==> config.mk <==
export PLATFORM = sky130hd
export DESIGN_NAME = main_fsm
export DESIGN_NICKNAME = d
export VERILOG_FILES = /design/src/rtl/main_fsm.sv
export SDC_FILE = /design/constraint.sdc
export NUM_CORES = 1
export LEC_CHECK = 0
export ABC_AREA = 1
export BUFFER_PORTS_ARGS = -buffer_cell sky130_fd_sc_hd__buf_2
export CAP_MARGIN = 5
export CORE_AREA = 3 3 40 42
export CTS_BUF_LIST = sky130_fd_sc_hd__clkbuf_8
export DETAILED_ROUTE_END_ITERATION = 10
export DIE_AREA = 0 0 43 45
export MAX_ROUTING_LAYER = met4
export PLACE_DENSITY = 0.67
export SETUP_SLACK_MARGIN = 0.5
export SLEW_MARGIN = 20
export SYNTH_ARGS = -nofsm -noshare
export SYNTH_HDL_FRONTEND = slang
export SYNTH_SLANG_ARGS = --single-unit
==> constraint.sdc <==
create_clock -name clk -period 1.7 [get_ports clk]
set_input_delay 0.34 -clock clk [delete_from_list [all_inputs] [get_ports clk]]
set_output_delay 0.34 -clock clk [all_outputs]
set_load 0.02 [all_outputs]
==> src/rtl/main_fsm.sv <==
// Multicycle main controller: sequences fetch/decode/execute and decodes the
// datapath selects and write requests from the current state.
module main_fsm #(
    parameter int STATE_W = 4
) (
    input  logic               clk,
    input  logic               reset,
    input  logic [1:0]         Op,
    input  logic [5:0]         Funct,
    input  logic               MemReady,
    output logic               IRWrite,
    output logic               NextPC,
    output logic               AdrSrc,
    output logic [1:0]         ALUSrcA,
    output logic [1:0]         ALUSrcB,
    output logic [1:0]         ResultSrc,
    output logic               ALUOp,
    output logic               RegW,
    output logic               MemW,
    output logic               Branch,
    output logic               Illegal,
    output logic               InstrDone,
    output logic [STATE_W-1:0] State
);

    typedef enum logic [3:0] {
        FETCH  = 4'd0,
        DECODE = 4'd1,
        MEMADR = 4'd2,
        MEMRD  = 4'd3,
        MEMWB  = 4'd4,
        MEMWR  = 4'd5,
        EXECR  = 4'd6,
        EXECI  = 4'd7,
        ALUWB  = 4'd8,
        BRANCH = 4'd9
    } state_e;

    state_e state_q;
    state_e state_d;

    // State register; reset abandons any instruction in flight.
    always_ff @(posedge clk) begin
        if (reset) begin
            state_q <= FETCH;
        end else begin
            state_q <= state_d;
        end
    end

    // Next-state and output decode from the current state.
    always_comb begin
        state_d   = FETCH;
        IRWrite   = 1'b0;
        NextPC    = 1'b0;
        AdrSrc    = 1'b0;
        ALUSrcA   = 2'b00;
        ALUSrcB   = 2'b00;
        ResultSrc = 2'b00;
        ALUOp     = 1'b0;
        RegW      = 1'b0;
        MemW      = 1'b0;
        Branch    = 1'b0;
        Illegal   = 1'b0;
        InstrDone = 1'b0;
        case (state_q)
            FETCH: begin
                ALUSrcA   = 2'b01;
                ALUSrcB   = 2'b10;
                ResultSrc = 2'b10;
                IRWrite   = MemReady;
                NextPC    = MemReady;
                state_d   = MemReady ? DECODE : FETCH;
            end
            DECODE: begin
                ALUSrcA   = 2'b01;
                ALUSrcB   = 2'b10;
                ResultSrc = 2'b10;
                case (Op)
                    2'b00:   state_d = Funct[5] ? EXECI : EXECR;
                    2'b01:   state_d = MEMADR;
                    2'b10:   state_d = BRANCH;
                    default: begin
                        Illegal   = 1'b1;
                        InstrDone = 1'b1;
                        state_d   = FETCH;
                    end
                endcase
            end
            MEMADR: begin
                ALUSrcB = 2'b01;
                state_d = Funct[0] ? MEMRD : MEMWR;
            end
            MEMRD: begin
                AdrSrc  = 1'b1;
                state_d = MemReady ? MEMWB : MEMRD;
            end
            MEMWB: begin
                ResultSrc = 2'b01;
                RegW      = 1'b1;
                InstrDone = 1'b1;
                state_d   = FETCH;
            end
            MEMWR: begin
                // Write request is held for the whole wait so slow memory sees it.
                AdrSrc    = 1'b1;
                MemW      = 1'b1;
                InstrDone = MemReady;
                state_d   = MemReady ? FETCH : MEMWR;
            end
            EXECR: begin
                ALUOp   = 1'b1;
                state_d = ALUWB;
            end
            EXECI: begin
                ALUSrcB = 2'b01;
                ALUOp   = 1'b1;
                state_d = ALUWB;
            end
            ALUWB: begin
                RegW      = 1'b1;
                InstrDone = 1'b1;
                state_d   = FETCH;
            end
            BRANCH: begin
                ALUSrcA   = 2'b10;
                ALUSrcB   = 2'b01;
                ResultSrc = 2'b10;
                Branch    = 1'b1;
                InstrDone = 1'b1;
                state_d   = FETCH;
            end
            default: begin
                state_d = FETCH;
            end
        endcase
    end

    assign State = STATE_W'(state_q);

endmodule

==> reports/metrics.cfg <==
[outcome]
run_status = finished, final reports clean

[critical_path]
cpMaxStageDelayCell = dfxtp_4
slowest_delay_ps = 360
worstReg2RegStart = State[3]
critical_path.most_common_cell = buf_6
setup.worst_path.start_class = flip-flop
worstSetupEndpointType = primary output
worstPathMaxFanout = 4
critical_path_required_ps = 1360
cp.arrival_ps = 1230
path_cells = buf_6 > nor2_4 > inv_2 > nor3_4 > buf_6
setup.worst_path.start = State[1]
critPathKind = reg -> out

[drt]
first_iter_violations = 18
wirelength_mm = 1.70
vias = 644
avgRoutedWirePerCell_um = 13.2
post-route-drc-count = 0
drt_pass1_iterations = 4
vias_per_cell = 4.99
final_antenna_net_count = 0

[cts]
clock-sinks = 4
cts_htree_levels = 1
root_buffer = clkbuf_8
tritoncts_clock_tree = yes
postCtsHoldBufs = 0
cts_bufs_inserted = 3
clk_transition_reported_paths_ps = 30
cts_max_path_buffers = 2
clk_latency_ps = 220

[floorplan]
dieWidth_um = 43
ioPinCount = 30
die_height_um = 45
fp.dieArea_um2 = 1940
core.rowCount = 13
initial_utilization_pct = 30.8
coreArea_um2 = 1280

[global_routing]
grt_pass1_vias = 579
antenna_violations_before_repair = 0
grtUsageTotal_pct = 17.0
largest_net_degree_at_the_start_of_global_routing = 6
grt_remaining_overflow = 0
grt_pass1_wl_mm = 2.36

[synthesis]
cells_after_synth = 72
synth.yosys.seq_area_share_pct = 20.3
synth_seq_cells = 4
yosys-top-cells-area = dfxtp_1, inv_1, nor2_1, nand3_1, nand2_1
syn_area_um2 = 395
synthDistinctLibCells = 18
ys.warnings.count = 0
synth_edf_count = 0
synth_nets = 83
mapped_avg_cell_area_um2 = 5.49
yosys.area.top_type = dfxtp_1
synthArstFlopShare_pct = 0
synth_flop_cell = dfxtp_1
commonest_cells_in_the_synthesized_netlist = inv_1, nor2_1, nand2_1
yosys.area.top_type_share_pct = 20.3

[place]
gp_routability_congestion = 0.754
place_hpwl_um = 899
quantity_of_i_o_buffers_inserted_on_ports = 25

[power_and_ir_drop]
cellPowerDensity_nw_per_um2 = 635
power_mw = 0.574
share_seq_of_total_power_pct = 19.4
sw_frac_of_total_pct = 34.8
comb_power_share_pct = 45.8
total_switching_power_mw = 0.200
ir_drop_v = 0.000349
p_leak_nw = 0.493
cellInternalPower_mw = 0.374
clockPowerShare_pct = 34.8

[flow_run]
max_cap_viol_count = 0

[sta]
final_worst_path_cycle_share_pct = 92.5
timing.final.hold_violations = 0
achievable-frequency_mhz = 636
tightest_slew_ps = 228
relSlewSlack_pct = 84.8
setup_tns_ps = 0
rsz0062_at_grt = yes
finalSetupViolCount = 0
finalMaxSlewViolations = 0
worst_clock_skew_ps = 3.97
period_minus_slack_ps = 1570

[final_layout]
largest_reg_flops = 4
layout.filler_cells = 104
layout-drive-gt1-share_pct = 64.9
areaGrowthSynthToFinish_pct = 129
antenna-diode-count = 0
finalNetCount = 127

[hold_path]
worst_hold_path_type = in -> reg
worstHoldStart = reset

-- area by class of cell --
class	instances	area [um2]	area share (%)
inverters	17	76.3	8.44
multi-input cells	49	328	36.2
clock buffers	3	41.3	4.56
repair buffers	41	345	38.2
well taps	15	18.8	2.07
flip-flops and latches	4	95.1	10.5
-- timing repair --
item / 4_1_cts / 5_1_grt
gates cloned: 0 / 0
setup endpoints to repair: 16 / 20
resized for setup: 34 / 20
pin swaps: 5 / 6
buffers inserted: 9 / 6
-- path summary, 6_finish.rpt --
path / endpoint / slack [ps] / cells after the start
max reg2reg: State[2] / 490 / 7
max: IRWrite / 130 / 5
min: State[0] / 320 / 2
min reg2reg: State[3] / 640 / 3
-- worst max-delay path: cells and delay by family, from the launching register on --
| family | cells | cell delay (ps) |
|---|---|---|
| AND/OR/NAND/NOR | 2 | 320 |
| flip-flops | 1 | 360 |
| buffers and inverters | 3 | 340 |
-- per-layer routing --
| metal | up-vias | GRT usage [%] | share of wire [%] |
|---|---|---|---|
| li1 | 307 | - | - |
| met1 | 272 | 17.8 | 36 |
| met2 | 48 | 28.1 | 49 |
| met3 | 17 | 3.98 | 8.0 |
| met4 | 0 | 12.0 | 6.6 |
| met5 | - | - | 0 |
-- power groups by stage --
stage / registers (mW) / logic (mW) / clock network, mW
2_1_floorplan: 0.117 / 0.114 / 0
3_3_place_gp: 0.115 / 0.156 / 0
3_5_place_dp: 0.115 / 0.157 / 0
4_1_cts: 0.112 / 0.217 / 0.202
5_1_grt: 0.112 / 0.280 / 0.212
6_report: 0.111 / 0.263 / 0.200
-- placed cells by master (no fill, tap or decap), types with 2 or more instances in the layout --
master	synthesis	final
nand2_4	0	3
o21ai_1	0	2
buf_4	1	20
buf_2	0	8
buf_6	1	12
clkbuf_8	0	3
inv_2	1	5
dfxtp_4	0	4
nand3_1	9	8
nor2_4	1	6
inv_1	15	9
nor2_1	15	8
nand2_1	11	9
nor2_2	1	3
-- cell families (layout without fill, tap and decap cells) --
kind of cell,after synthesis,after routing,share of synthesized area [%]
flip-flops,4,4,20.3
AO/OA/AOI/OAI,7,7,9.81
buffers and inverters,19,61,22.2
AND/OR/NAND/NOR,42,42,47.8
-- per-stage QoR --
| stage | hold slack [ps] | setup WS, ps | utilization (%) | area [um2] | std cells |
|---|---|---|---|---|---|
| 3_5_place_dp | 542 | 235 | 44.6 | 573 | 111 |
| 5_1_grt | 321 | 67.9 | 70.4 | 905 | 129 |
| 4_1_cts | 315 | 159 | 61.4 | 790 | 123 |
| 3_3_place_gp | 540 | 234 | 44.6 | 573 | 111 |
| 2_1_floorplan | 402 | 278 | - | 444 | 72 |
| 6_report | 318 | 127 | 70.4 | 905 | 129 |
(Power assumes the default switching activity.)
